`config.mk`:
```
export PLATFORM = sky130hd
export DESIGN_NAME = alu_exec_ctrl_flat
export DESIGN_NICKNAME = d
export VERILOG_FILES = /design/src/rtl/alu_exec_ctrl_if.sv /design/src/rtl/alu_exec_ctrl.sv /design/src/flat_wrapper.sv
export SDC_FILE = /design/constraint.sdc
export NUM_CORES = 1
export LEC_CHECK = 0
export CAP_MARGIN = 20
export CELL_PAD_IN_SITES_DETAIL_PLACEMENT = 1
export CELL_PAD_IN_SITES_GLOBAL_PLACEMENT = 1
export CORE_MARGIN = 3
export CORE_UTILIZATION = 44
export CTS_BUF_LIST = sky130_fd_sc_hd__clkbuf_4 sky130_fd_sc_hd__clkbuf_8
export DETAILED_ROUTE_END_ITERATION = 8
export PLACE_DENSITY = 0.82
export SLEW_MARGIN = 20
export SYNTH_ARGS = -nofsm -noshare
export SYNTH_HDL_FRONTEND = slang
export SYNTH_SLANG_ARGS = --single-unit
```
`constraint.sdc`:
```
create_clock -name clk -period 2.2 [get_ports clk]
set_input_delay 0.33 -clock clk [delete_from_list [all_inputs] [get_ports clk]]
set_output_delay 0.33 -clock clk [all_outputs]
set_load 0.02 [all_outputs]
```
`src/rtl/alu_exec_ctrl_if.sv`:
```
// Instruction issue channel between an upstream issuer and alu_exec_ctrl.
//
// Handshake: an instruction transfers on a rising clock edge where
// instr_valid and instr_ready are both high. The issuer must keep
// instr_valid and all instr_* payload fields stable until that edge.
// instr_ready may be high without instr_valid; no transfer occurs then.
//
// Signals:
//   instr_valid  issuer -> ctrl  instruction present
//   instr_ready  ctrl -> issuer  controller can accept (idle)
//   instr_op     issuer -> ctrl  ALU operation code
//   instr_rd     issuer -> ctrl  destination register address
//   instr_ra     issuer -> ctrl  operand-A register address
//   instr_rb     issuer -> ctrl  operand-B register address
//   instr_wb     issuer -> ctrl  1 = write result to rd, 0 = flags only
interface alu_exec_ctrl_if #(
  parameter int AW = 2
);
  logic          instr_valid;
  logic          instr_ready;
  logic [2:0]    instr_op;
  logic [AW-1:0] instr_rd;
  logic [AW-1:0] instr_ra;
  logic [AW-1:0] instr_rb;
  logic          instr_wb;

  modport master (
    output instr_valid, instr_op, instr_rd, instr_ra, instr_rb, instr_wb,
    input  instr_ready
  );

  modport slave (
    input  instr_valid, instr_op, instr_rd, instr_ra, instr_rb, instr_wb,
    output instr_ready
  );
endinterface

```
`src/rtl/alu_exec_ctrl.sv`:
```
// Multi-cycle execute controller placed in front of a combinational ALU.
// Accepts one instruction at a time, reads two operands from an internal
// register file, presents them to the ALU, captures the result, writes it
// back (optionally) and updates zero/negative flags.
//
// Ports:
//   clk, rst_n        clock, asynchronous active-low reset
//   instr             instruction channel (slave side of alu_exec_ctrl_if)
//   ld_en/addr/data   external register load, honoured only when idle
//   rd_addr, rd_data  combinational debug read of the register file
//   alu_a/b/sel       registered ALU operands and operation select
//   alu_out           ALU result, sampled at the end of the EXEC cycle
//   done              one-cycle pulse during the write-back cycle
//   flag_z, flag_n    zero / negative flags of the last result
//   dbg_state         current FSM state (IDLE=0, READ=1, EXEC=2, WB=3)
module alu_exec_ctrl #(
  parameter int WIDTH = 8,
  parameter int AW    = 2
) (
  input  logic             clk,
  input  logic             rst_n,
  alu_exec_ctrl_if.slave   instr,
  input  logic             ld_en,
  input  logic [AW-1:0]    ld_addr,
  input  logic [WIDTH-1:0] ld_data,
  input  logic [AW-1:0]    rd_addr,
  output logic [WIDTH-1:0] rd_data,
  output logic [WIDTH-1:0] alu_a,
  output logic [WIDTH-1:0] alu_b,
  output logic [2:0]       alu_sel,
  input  logic [WIDTH-1:0] alu_out,
  output logic             done,
  output logic             flag_z,
  output logic             flag_n,
  output logic [1:0]       dbg_state
);

  localparam int NREG = 1 << AW;

  localparam logic [1:0] S_IDLE = 2'd0;
  localparam logic [1:0] S_READ = 2'd1;
  localparam logic [1:0] S_EXEC = 2'd2;
  localparam logic [1:0] S_WB   = 2'd3;

  logic [1:0]       state_q, state_d;
  logic [WIDTH-1:0] rf_q [NREG];
  logic [2:0]       op_q;
  logic [AW-1:0]    rd_q, ra_q, rb_q;
  logic             wb_q;
  logic [WIDTH-1:0] opa_q, opb_q, res_q;
  // Separate from op_q so alu_sel only changes on entry to EXEC.
  logic [2:0]       sel_q;
  logic             flag_z_q, flag_n_q;
  logic             accept;

  assign accept = (state_q == S_IDLE) && instr.instr_valid;

  always_comb begin
    state_d = state_q;
    case (state_q)
      S_IDLE:  if (instr.instr_valid) state_d = S_READ;
      S_READ:  state_d = S_EXEC;
      S_EXEC:  state_d = S_WB;
      S_WB:    state_d = S_IDLE;
      default: state_d = S_IDLE;
    endcase
  end

  always_ff @(posedge clk or negedge rst_n) begin
    if (!rst_n) begin
      state_q  <= S_IDLE;
      for (int i = 0; i < NREG; i++) rf_q[i] <= '0;
      op_q     <= '0;
      rd_q     <= '0;
      ra_q     <= '0;
      rb_q     <= '0;
      wb_q     <= 1'b0;
      opa_q    <= '0;
      opb_q    <= '0;
      sel_q    <= '0;
      res_q    <= '0;
      flag_z_q <= 1'b0;
      flag_n_q <= 1'b0;
    end else begin
      state_q <= state_d;
      // A load in the accept cycle lands before READ, so READ sees it.
      if (state_q == S_IDLE && ld_en) rf_q[ld_addr] <= ld_data;
      if (accept) begin
        op_q <= instr.instr_op;
        rd_q <= instr.instr_rd;
        ra_q <= instr.instr_ra;
        rb_q <= instr.instr_rb;
        wb_q <= instr.instr_wb;
      end
      if (state_q == S_READ) begin
        opa_q <= rf_q[ra_q];
        opb_q <= rf_q[rb_q];
        sel_q <= op_q;
      end
      if (state_q == S_EXEC) res_q <= alu_out;
      if (state_q == S_WB) begin
        if (wb_q) rf_q[rd_q] <= res_q;
        flag_z_q <= (res_q == '0);
        flag_n_q <= res_q[WIDTH-1];
      end
    end
  end

  assign instr.instr_ready = (state_q == S_IDLE);
  assign rd_data   = rf_q[rd_addr];
  assign alu_a     = opa_q;
  assign alu_b     = opb_q;
  assign alu_sel   = sel_q;
  assign done      = (state_q == S_WB);
  assign flag_z    = flag_z_q;
  assign flag_n    = flag_n_q;
  assign dbg_state = state_q;

endmodule
```
`src/flat_wrapper.sv`:
```
// flat-port wrapper written by rule: the top's interface ports become plain ports
module alu_exec_ctrl_flat 
#(
  parameter int WIDTH = 8,
  parameter int AW    = 2
)
  (clk, rst_n, ld_en, ld_addr, ld_data, rd_addr, rd_data, alu_a, alu_b, alu_sel, alu_out, done, flag_z, flag_n, dbg_state, instr_instr_valid, instr_instr_op, instr_instr_rd, instr_instr_ra, instr_instr_rb, instr_instr_wb, instr_instr_ready);
  alu_exec_ctrl_if #(.AW(AW)) instr_i ();
  input  logic clk;
  input  logic rst_n;
  input  logic ld_en;
  input  logic [AW-1:0] ld_addr;
  input  logic [WIDTH-1:0] ld_data;
  input  logic [AW-1:0] rd_addr;
  output logic [WIDTH-1:0] rd_data;
  output logic [WIDTH-1:0] alu_a;
  output logic [WIDTH-1:0] alu_b;
  output logic [2:0] alu_sel;
  input  logic [WIDTH-1:0] alu_out;
  output logic done;
  output logic flag_z;
  output logic flag_n;
  output logic [1:0] dbg_state;
  input wire logic [$bits(instr_i.instr_valid)-1:0] instr_instr_valid;
  input wire logic [$bits(instr_i.instr_op)-1:0] instr_instr_op;
  input wire logic [$bits(instr_i.instr_rd)-1:0] instr_instr_rd;
  input wire logic [$bits(instr_i.instr_ra)-1:0] instr_instr_ra;
  input wire logic [$bits(instr_i.instr_rb)-1:0] instr_instr_rb;
  input wire logic [$bits(instr_i.instr_wb)-1:0] instr_instr_wb;
  output wire logic [$bits(instr_i.instr_ready)-1:0] instr_instr_ready;
  assign instr_i.instr_valid = instr_instr_valid;
  assign instr_i.instr_op = instr_instr_op;
  assign instr_i.instr_rd = instr_instr_rd;
  assign instr_i.instr_ra = instr_instr_ra;
  assign instr_i.instr_rb = instr_instr_rb;
  assign instr_i.instr_wb = instr_instr_wb;
  assign instr_instr_ready = instr_i.instr_ready;
  alu_exec_ctrl #(.WIDTH(WIDTH), .AW(AW)) u_core (.clk(clk), .rst_n(rst_n), .instr(instr_i), .ld_en(ld_en), .ld_addr(ld_addr), .ld_data(ld_data), .rd_addr(rd_addr), .rd_data(rd_data), .alu_a(alu_a), .alu_b(alu_b), .alu_sel(alu_sel), .alu_out(alu_out), .done(done), .flag_z(flag_z), .flag_n(flag_n), .dbg_state(dbg_state));
endmodule
```
==> results.toml <==
[detailed_routing]
ant_nets = 0
via_count = 2584
routedWlPerCell_um = 21.2
drt_pass1_iterations = 4
wl_mm = 9.61
drc = 0
drtIter0Drc = 96
viasPerCell = 5.69

[place]
place_ws_ns = -0.194
place_congestion = 0.824
placed_area_um2 = 4540
port_buffers = 66
hpwl_mm = 6.95

[sta]
worst_hold_slack_ns = 0.516
finalCritPeriodShare_pct = 97.1
setup_viol = 0
final-hold-violation-count = 0
rsz0062_at_grt = "no"
fin_tns_setup_ns = 0
slew_viol_final = 0
relSlewSlack_pct = 62.3
finalClockSkew_ns = 0.00784
period_minus_slack_ns = 2.14
setup_slack_ns = 0.0637
max_freq_ghz = 0.468
tightest_slew_ns = 0.566

[logic_synthesis]
synth_common_cells = "dfrtp_1, mux2i_1, a21oi_1, mux2_2"
synth.top_cell.area_share_pct = 48.5
yosys_warnings = 0
synth.distinct_cells = 24
post-synth-top-area-cell = "dfrtp_1"
synth_cells = 273
netlist_area_um2 = 3770
synth.area.top_cells = "dfrtp_1, mux4_2, mux2i_1"
async_reset_ff_share_pct = 100
synthMostInstantiatedCell = "dfrtp_1"
synthFlopType = "dfrtp_1"
syn-num-nets = 312
yosysSeqAreaShare_pct = 48.5
synth_seq_cells = 73
syn_avg_cell_area_um2 = 13.8
synth_edf_count = 0

[worst_setup_path]
crit_path_end_kind = "primary output"
cp.required_ns = 1.87
crit_path_start_kind = "input pin"
cp.arrival_ns = 1.81
ff2ff_path_depth = 5
criticalPathCategory = "input pin to primary output"
cp_max_fo = 8

[finish]
drive_gt1_share_pct = 26.9
fillerInstances = 840
ff_latch_area_um2 = 1830
area_growth_syn_to_layout_pct = 27.2
multi_input_area_um2 = 1820
antenna_cells = 0
fin_area_um2 = 4790
final_nets = 383

[clock_network]
cts.clk_slew.worst_paths_ns = 0.08
cts_buffers = 9
cts_root_buffer = "clkbuf_8"
clk_latency_ns = 0.35
htree_levels = 3
clockBufferDepth = 2
cts_tree = "done"
clock-sinks = 73

[worst_hold_path]
min_path_type = "input pin to async pin"

[global_routing]
overflow = 0
grt_usage_pct = 20.8
first_global_vias = 2903
grt_start_max_net_pins = 37
grt_pass1_wl_mm = 15.8
antenna_found_initial = 0

[die]
die-height_um = 98.5
start_util_pct = 45.6
coreArea_um2 = 8260
die_area_um2 = 9710
num_rows = 33
die_w_um = 98.5
num_io_pins = 67

[power_and_ir_drop]
peakVddDrop_mv = 0.540
cellPowerDensity_nw_per_um2 = 1530
power_mw = 7.34
leakage_nw = 2.05

[flow_run]
drv_cap = 0

[run_status]
status = "complete, no violations"
-- critical path: stages --
cell	delay, ns
clkdlybuf4s50_1	0.51
buf_12	0.15
mux4_2	0.48
dlygate4sd2_1	0.33
-- layout make-up --
cell class | count | area share [%]
Sequential cell | 73 | 38.1
Inverter | 3 | 0.235
Clock buffer | 10 | 2.74
Tap cell | 105 | 2.74
Timing Repair Buffer | 77 | 15.8
Clock inverter | 6 | 2.40
Multi-Input combinational cell | 180 | 37.9
-- state kept, by name, indices dropped and copies added (netlist names) --
| signal | count |
|---|---|
| u_core.rf_q | 32 |
| u_core.alu_a | 8 |
| u_core.alu_b | 8 |
| u_core.res_q | 8 |
| u_core.alu_sel | 3 |
| u_core.op_q | 3 |
| u_core.dbg_state | 2 |
| u_core.ra_q | 2 |
| u_core.rb_q | 2 |
| u_core.rd_q | 2 |
| u_core.flag_n | 1 |
| u_core.flag_z | 1 |
| u_core.wb_q | 1 |
-- where the power goes --
part	switching (mW)	leakage, nW	internal (mW)
Combinational	1.27	1.11	1.92
Sequential	0.837	0.821	2.00
Clock	0.541	0.121	0.773
Total	2.65	2.05	4.69
-- cell families (layout without fill, tap and decap cells) --
group,count (synthesis),in the layout,share of synthesized area (%)
mux,95,95,35.9
flops,73,73,48.5
simple gates,46,46,6.15
compound gates,34,34,4.52
buf+inv,20,96,3.26
fa+ha+maj,5,5,1.66
-- path summary, 6_finish.rpt --
path | to | slack, ns | startpoint
worst max-delay path | rd_data[6] | 0.06 | rd_addr[0]
worst max register to register | u_core.rf_q[31]$_DFF_PN0_ | 0.32 | u_core.dbg_state[0]$_DFFE_PN0P_
worst min register to register | u_core.alu_sel[1]$_DFFE_PN0N_ | 0.52 | u_core.alu_sel[1]$_DFFE_PN0N_
worst min-delay path | u_core.alu_sel[2]$_DFFE_PN0N_ | 0.52 | rst_n
min in group clk | u_core.alu_sel[1]$_DFFE_PN0N_ | 0.52 | u_core.alu_sel[1]$_DFFE_PN0N_
max in group asynchronous | u_core.alu_a[2]$_DFFE_PN0N_ | 1.06 | rst_n
-- routing by layer --
| metal | track usage, % | up-vias | routed length (um) |
|---|---|---|---|
| met5 | 0 | - | 0 |
| met4 | 6.41 | 0 | 115 |
| met3 | 2.62 | 9 | 330 |
| met2 | 36.4 | 61 | 5080 |
| met1 | 27.2 | 1358 | 4090 |
| li1 | - | 1156 | - |
-- per-stage QoR --
step | std cells | utilization (%)
after floorplan | 273 | -
after global placement | 437 | 55.0
final | 454 | 58.0
after global routing | 454 | 58.0
after detailed placement | 437 | 55.0
after CTS | 454 | 58.0
-- placed cells by master, fill, tap and decap left out --
master            n
and4bb_2          2
buf_4             8
nand4_1           1
clkinv_4          1
dfrtp_1          73
nor2b_1           1
nor3_1            1
clkbuf_2          1
nand4_2           1
mux4_2           24
buf_2             1
a21oi_1          25
mux2_2           25
mux2_4           14
clkbuf_8          9
nand4b_1          4
nand2_1           9
o21ai_0           9
dlygate4sd3_1     1
clkbuf_4          1
inv_1             3
clkdlybuf4s15_1   5
dlygate4sd2_1     3
clkinvlp_4        1
mux2i_1          32
nand3_1           1
bufinv_16         3
nor2_1           24
inv_6             1
buf_12            2
clkdlybuf4s50_1  56
nor4_1            2
ha_1              5
-- repair_timing --
item	CTS	global route
pin swaps	0	0
hold endpoints to repair	21	0
gates resized for setup	9	7
cloned	0	0
hold buffers	1	0
setup buffers	0	0
setup endpoints to repair	9	6
Power figures use the tool's default switching activity.
